<file path="src/rtl/axis_packet_arbiter.sv">
// Packet-granular round-robin arbiter merging NUM_SRC AXI4-Stream sources onto one egress.
// Define AXIS_ARB_PKT_COUNT_EN to enable the per-source completed-packet counters.
module axis_packet_arbiter #(
  parameter int unsigned NUM_SRC    = 2,
  parameter int unsigned DATA_WIDTH = 64,
  parameter int unsigned CNT_WIDTH  = 32
) (
  input  logic                            AXI_clock,
  input  logic                            AXI_reset,
  input  logic                            arb_enable,
  input  logic [NUM_SRC*DATA_WIDTH-1:0]   S_AXIS_tdata,
  input  logic [NUM_SRC*DATA_WIDTH/8-1:0] S_AXIS_tkeep,
  input  logic [NUM_SRC-1:0]              S_AXIS_tlast,
  input  logic [NUM_SRC-1:0]              S_AXIS_tvalid,
  output logic [NUM_SRC-1:0]              S_AXIS_tready,
  output logic [DATA_WIDTH-1:0]           M_AXIS_tdata,
  output logic [DATA_WIDTH/8-1:0]         M_AXIS_tkeep,
  output logic                            M_AXIS_tlast,
  output logic                            M_AXIS_tvalid,
  input  logic                            M_AXIS_tready,
  output logic [NUM_SRC-1:0]              grant,
  output logic                            busy,
  output logic [NUM_SRC*CNT_WIDTH-1:0]    pkt_count
);

  localparam int unsigned KeepW = DATA_WIDTH / 8;
  localparam int unsigned PtrW  = (NUM_SRC > 1) ? $clog2(NUM_SRC) : 1;

  typedef enum logic [0:0] {StIdle, StLocked} state_e;

  state_e              state_q, state_d;
  logic [NUM_SRC-1:0]  grant_q, grant_d;
  logic [PtrW-1:0]     rr_ptr_q, rr_ptr_d;
  logic [PtrW-1:0]     pick_idx;
  logic                pick_vld;
  logic [PtrW-1:0]     gnt_idx;
  logic [PtrW:0]       scan_w;
  logic                xfer_last;

  // Scan sources starting just after the last winner, wrapping modulo NUM_SRC.
  always_comb begin
    pick_idx = '0;
    pick_vld = 1'b0;
    scan_w   = '0;
    for (int unsigned off = 1; off <= NUM_SRC; off++) begin
      scan_w = {1'b0, rr_ptr_q} + (PtrW+1)'(off);
      if (scan_w >= (PtrW+1)'(NUM_SRC)) begin
        scan_w = scan_w - (PtrW+1)'(NUM_SRC);
      end
      if (!pick_vld && S_AXIS_tvalid[scan_w[PtrW-1:0]]) begin
        pick_vld = 1'b1;
        pick_idx = scan_w[PtrW-1:0];
      end
    end
  end

  // grant_q is zero outside LOCKED, so the one-hot mux also yields the IDLE output values.
  always_comb begin
    M_AXIS_tdata  = '0;
    M_AXIS_tkeep  = '0;
    M_AXIS_tlast  = 1'b0;
    M_AXIS_tvalid = 1'b0;
    gnt_idx       = '0;
    for (int unsigned i = 0; i < NUM_SRC; i++) begin
      if (grant_q[i]) begin
        M_AXIS_tdata  = S_AXIS_tdata[i*DATA_WIDTH +: DATA_WIDTH];
        M_AXIS_tkeep  = S_AXIS_tkeep[i*KeepW +: KeepW];
        M_AXIS_tlast  = S_AXIS_tlast[i];
        M_AXIS_tvalid = S_AXIS_tvalid[i];
        gnt_idx       = PtrW'(i);
      end
    end
  end

  assign S_AXIS_tready = grant_q & {NUM_SRC{M_AXIS_tready}};
  assign xfer_last     = M_AXIS_tvalid & M_AXIS_tready & M_AXIS_tlast;
  assign grant         = grant_q;
  assign busy          = (state_q == StLocked);

  always_comb begin
    state_d  = state_q;
    grant_d  = grant_q;
    rr_ptr_d = rr_ptr_q;
    unique case (state_q)
      StIdle: begin
        if (arb_enable && pick_vld) begin
          state_d = StLocked;
          grant_d = NUM_SRC'(1) << pick_idx;
        end
      end
      StLocked: begin
        if (xfer_last) begin
          state_d  = StIdle;
          grant_d  = '0;
          rr_ptr_d = gnt_idx;
        end
      end
      default: begin
        state_d = StIdle;
        grant_d = '0;
      end
    endcase
  end

  always_ff @(posedge AXI_clock or posedge AXI_reset) begin
    if (AXI_reset) begin
      state_q  <= StIdle;
      grant_q  <= '0;
      rr_ptr_q <= PtrW'(NUM_SRC - 1);
    end else begin
      state_q  <= state_d;
      grant_q  <= grant_d;
      rr_ptr_q <= rr_ptr_d;
    end
  end

`ifdef AXIS_ARB_PKT_COUNT_EN
  logic [NUM_SRC-1:0][CNT_WIDTH-1:0] cnt_q;

  always_ff @(posedge AXI_clock or posedge AXI_reset) begin
    if (AXI_reset) begin
      cnt_q <= '0;
    end else begin
      for (int unsigned i = 0; i < NUM_SRC; i++) begin
        if (xfer_last && grant_q[i]) begin
          cnt_q[i] <= cnt_q[i] + CNT_WIDTH'(1);
        end
      end
    end
  end

  assign pkt_count = cnt_q;
`else
  assign pkt_count = '0;
`endif

endmodule

</file>
<file path="config.mk">
export PLATFORM = sky130hd
export DESIGN_NAME = axis_packet_arbiter
export DESIGN_NICKNAME = d
export VERILOG_FILES = /design/src/rtl/axis_packet_arbiter.sv
export SDC_FILE = /design/constraint.sdc
export NUM_CORES = 1
export LEC_CHECK = 0
export ABC_AREA = 0
export ABC_CLOCK_PERIOD_IN_PS = 1600
export CAP_MARGIN = 15
export CORE_AREA = 2 2 114 116
export CTS_BUF_LIST = sky130_fd_sc_hd__clkbuf_2
export DETAILED_ROUTE_END_ITERATION = 8
export DIE_AREA = 0 0 116 118
export PLACE_DENSITY = 0.61
export RECOVER_POWER = 25
export SLEW_MARGIN = 20
export SYNTH_ARGS = -nofsm -noshare
export SYNTH_HDL_FRONTEND = slang
export SYNTH_SLANG_ARGS = --single-unit
</file>
<file path="constraint.sdc">
create_clock -name AXI_clock -period 1.6 [get_ports AXI_clock]
set_input_delay 0.32 -clock AXI_clock [delete_from_list [all_inputs] [get_ports AXI_clock]]
set_output_delay 0.32 -clock AXI_clock [all_outputs]
set_load 0.01 [all_outputs]
</file>
Yosys cells after proc, flatten, opt, wreduce, memory -nomap -nowiden
Cells that the tools add are included.
{"block": "totals", "regBits": 4, "inputBits": 152, "output_inout_bits": 143, "elab_cells": 48}
{"block": "op_classes", "n_addsub": 4, "n_lt_le_gt_ge": 4, "n_eq_ne": 2, "n_shift": 1, "n_mux": 25, "bitwise": 4, "n_reduce_logical": 5}
{"op": "two-way mux 64 bit", "n": 2}
{"op": "two-way mux 1 bit", "n": 17}
{"op": "two-way mux 8 bit", "n": 2}
{"op": "greater-or-equal comparator 2 bit (second input constant)", "n": 2}
{"op": "less-than comparator 1 x 2 -> 1 bit (second input constant)", "n": 2}
{"op": "two-way mux 2 bit", "n": 2}
{"op": "one-hot mux 2 bit (2 select lines)", "n": 1}
{"op": "AND reduction 2 bit", "n": 2}
{"op": "adder 1 x 1 -> 2 bit (second input constant)", "n": 1}
{"op": "adder 1 x 2 -> 2 bit (second input constant)", "n": 1}
{"op": "bitwise AND 1 bit", "n": 2}
{"op": "bitwise AND 2 bit", "n": 1}
{"op": "logical AND 1 bit", "n": 2}
{"op": "inequality test 2 x 1 -> 1 bit (second input constant)", "n": 1}
{"op": "inequality test 2 bit (second input constant)", "n": 1}
{"op": "one-hot mux 1 bit (2 select lines)", "n": 1}
{"op": "<< shifter 1 x 1 -> 2 bit (first input constant)", "n": 1}
{"op": "subtractor 1 bit (second input constant)", "n": 2}
{"op": "zero test 1 bit", "n": 1}
{"op": "NOT 1 bit", "n": 1}

Depth between registers and ports, before layout
Gate-level depths: netlist of the first run.
{"block": "depth", "ltp_word": 12, "depth_mapped": 5, "ltp_nobuf": 3}

Worst setup path before layout of the first run
OpenSTA, ideal clock, no wires.
{"block": "synth_timing", "path_kind": "reg-to-output", "start": "reg grant_q[1] (netlist: grant[1])", "end": "out M_AXIS_tdata[62]", "arrival_ns": 1.105, "required_ns": 1.280, "path_slack_ns": 0.175, "path_stages_with_launch": 5, "path_buffers": 3, "path_cell_list": "dfrtp_1 buf_6 buf_2 buf_2 o21ai_0"}
{"block": "synth_between", "elab_chain_len": 1}
{"element": "start, declared", "line": "32", "text": "logic [NUM_SRC-1:0] grant_q, grant_d;"}
{"element": "start signal, assigned", "line": "112", "text": "grant_q <= grant_d;"}
{"element": "two-way mux 64 bit", "line": "65", "text": "if (grant_q[i]) begin"}
{"element": "end, declared", "line": "16", "text": "output logic [DATA_WIDTH-1:0] M_AXIS_tdata,"}
No other way between the ends.

Final worst setup path of the first run
{"block": "layout_timing", "start": "reg grant_q[0] (netlist: grant[0])", "end": "out M_AXIS_tdata[15]"}
{"block": "layout_between", "elab_chain_len": 2}
{"element": "two-way mux 64 bit (2 in series)", "line": "65"}
No other way between the ends.

==> impl_metrics.json, run 1 <==
{
  "status": "finished, violations left",
  "violations": "setup timing",
  "worstPathRequired_ps": 1280,
  "p_per_area_mw_per_mm2": 1170,
  "pre_cts_ws_ps": -288,
  "firstDrtPassIters": 4,
  "yosysTopAreaCellShare_pct": 42.3,
  "areaGrowthSynthToFinish_pct": 154,
  "io_buffer_count": 230,
  "ys_seq_elements": 4,
  "nNetsFinal": 582,
  "drtIter0Drc": 20,
  "track_usage_pct": 11.3,
  "fin_hold_ws_ps": 416,
  "numCtsBuffers": 3,
  "postRouteAntennaNets": 0,
  "power_switching_w": 0.00192,
  "num_rows": 41,
  "clkLatencyLatePin_ps": 210,
  "grt_remaining_overflow": 0,
  "p_sw_share_pct": 43.0,
  "leakagePower_nw": 1.86,
  "grt_pass1_vias": 2296,
  "design_area_sq_mm": 0.00384,
  "rsz0062_at_grt": "yes",
  "clock-root-buffer": "clkbuf_2",
  "antenna_cells": 0,
  "start_kind": "flip-flop",
  "cp_slowest_cell": "dfrtp_1",
  "drive_above_1_share_pct": 28.0,
  "synthCells": 182,
  "die_height_um": 118,
  "crit_buf_inv": 4,
  "wl_per_cell_um": 14.6,
  "drv_cap": 0,
  "ir_drop_v": 0.000359,
  "finalSetupTns_ps": -9000,
  "postRouteWirelength_mm": 8.79,
  "utilization_pct": 30.9,
  "period_share_pct": 111,
  "coreArea_sq_mm": 0.0124,
  "ioPinCount": 295,
  "critPathTopFamily": "buffers and inverters",
  "yosys-top-cells-area": "a22o_1 (42%), buf_4 (33%), buf_6 (6.0%)",
  "setup_viol": 73,
  "synth_warnings": 0,
  "placed_cell_area_sq_mm": 0.00379,
  "critical_path.cell_chain": "nor2b_4 -> buf_6 -> buf_4 -> clkbuf_16 -> a22o_1 -> buf_2",
  "crit_type": "reg -> out",
  "grt_start_max_net_pins": 36,
  "crit_arrival_ps": 1460,
  "hold_viol": 0,
  "drc": 0,
  "hpwl_mm": 6.32,
  "fin_worst_skew_ps": 14.9,
  "fin_crit_ps": 1780,
  "num_vias": 2267,
  "internal_power_w": 0.00255,
  "hold_path_class": "in -> async",
  "cts.sinks": 4,
  "syn_area_per_cell_sq_um": 8.31,
  "cp_slowest_stage_delay_ps": 370,
  "power_frac_clock_pct": 2.5,
  "gp_congestion": 0.734,
  "antenna_found_initial": 0,
  "combPwrFrac_pct": 93.2,
  "start_util_pct": 12.2,
  "grt_pass1_wl_mm": 12.0,
  "viasPerCell": 3.77,
  "synthDistinctLibCells": 25,
  "synth_top_cell_by_area": "a22o_1",
  "fmax_mhz": 562,
  "timing.final.ws_setup_ps": -178,
  "clk_pin_slew_worst_paths_ps": 60,
  "cts_tree": "built",
  "cts_max_level": 1,
  "maxSlewViolCount": 0,
  "crit_fanout": 5,
  "netlist_area_sq_mm": 0.00151,
  "cts_max_path_buffers": 2,
  "worst_setup_path_end_kind": "output port",
  "fp.dieW_um": 116,
  "pwr-share-seq_pct": 4.3,
  "dieArea_sq_mm": 0.0137,
  "seq_area_frac_synth_pct": 6.70
}
registers in the layout, summed over array words and instances, names as in the netlist:
register,cells
grant,2
busy,1
rr_ptr_q,1
power by group through the flow:
stage	combinational (W)	sequential, W	clock (W)
2_1_floorplan	0.00187	0.000191	0
3_3_place_gp	0.00377	0.000190	0
3_5_place_dp	0.00378	0.000188	0
4_1_cts	0.00404	0.000194	0.000120
5_1_grt	0.00444	0.000201	0.000126
6_report	0.00417	0.000193	0.000113
stage by stage:
stage | std cells | total power, W
floorplan | 245 | 0.00206
global placement | 578 | 0.00396
detailed placement | 578 | 0.00396
CTS | 596 | 0.00436
global route | 601 | 0.00477
finish | 601 | 0.00448
worst register-to-register path: stages, from the launching register on:
cell	delay, ps
dfrtp_1	370
nor2b_4	140
buf_6	120
buf_12	140
buf_16	140
buf_4	130
and3_4	150
o32ai_2	240
final timing paths:
path                                      start  slack, ps                   end  cells after the start
setup / recovery           grant[0]$_DFFE_PP0P_       -180      M_AXIS_tdata[15]                      6
hold / removal                        AXI_reset        420  grant[0]$_DFFE_PP0P_                      2
setup reg to reg           grant[0]$_DFFE_PP0P_         80  grant[0]$_DFFE_PP0P_                      7
hold reg to reg            rr_ptr_q$_DFFE_PP1P_        480  rr_ptr_q$_DFFE_PP1P_                      2
max in group asynchronous             AXI_reset        940  rr_ptr_q$_DFFE_PP1P_                      2
min in group AXI_clock     rr_ptr_q$_DFFE_PP1P_        480  rr_ptr_q$_DFFE_PP1P_                      2
cell families (layout without fill, tap and decap cells):
| group | count (synthesis) | after routing | synth area share [%] |
|---|---|---|---|
| AO/OA/AOI/OAI | 80 | 80 | 45.7 |
| AND/OR/NAND/NOR | 13 | 13 | 5.71 |
| buffers and inverters | 84 | 268 | 41.6 |
| other | 1 | 64 | 0.248 |
| flip-flops | 4 | 4 | 6.70 |
cell type report:
| cell class | count | area, sq um |
|---|---|---|
| clock buffer | 4 | 20.0 |
| fill | 1318 | 8580 |
| inverter | 2 | 7.51 |
| timing repair buffer | 262 | 2450 |
| sequential | 4 | 104 |
| tap | 172 | 215 |
| multi-input combinational | 157 | 1040 |
layout by cell type (no fill, tap or decap), types with 3 or more instances in the layout:
cell type and instances:
clkdlybuf4s50_1 151, buf_2 73, a22o_1 72, conb_1 64
buf_4 14, buf_16 7, buf_12 6, clkbuf_2 4
clkbuf_16 3, buf_6 3, dlygate4sd2_1 3
synthesized netlist by cell type:
cell type,count
nor3b_1,1
dfrtp_1,3
nor2b_2,1
dfstp_2,1
nor2b_1,1
buf_2,5
or2_1,1
o21ai_0,3
nor3_1,1
and2_1,1
conb_1,1
buf_6,8
clkbuf_1,3
inv_1,2
and2_4,1
nand4_1,1
o21ai_1,1
a31o_2,1
nand2_1,2
and4_4,1
buf_4,66
a22o_1,73
a21boi_0,1
and3_1,2
o32ai_2,1
timing repair:
item	CTS	global route
cloned	7	3
pin swaps	5	8
endpoints found under the setup margin	77	77
hold endpoints to repair	0	0
buffers inserted	8	3
hold buffers	0	0
resized for setup	316	5
metal layers:
layer	part of all wire [%]	wire length, um	track usage [%]	vias up
li1	-	-	-	1061
met1	36	3130	11.6	1039
met2	54	4750	22.4	159
met3	8.5	749	2.16	8
met4	1.8	161	3.35	0
met5	0	0	0	-
No activity file was read; power rests on OpenSTA's default activity.
==> run 2: changes to the inputs <==
CAP_MARGIN = unset   (was 15)
==> results of run 2 <==
Final layout, timing and power as in run 1 (identical DEF).
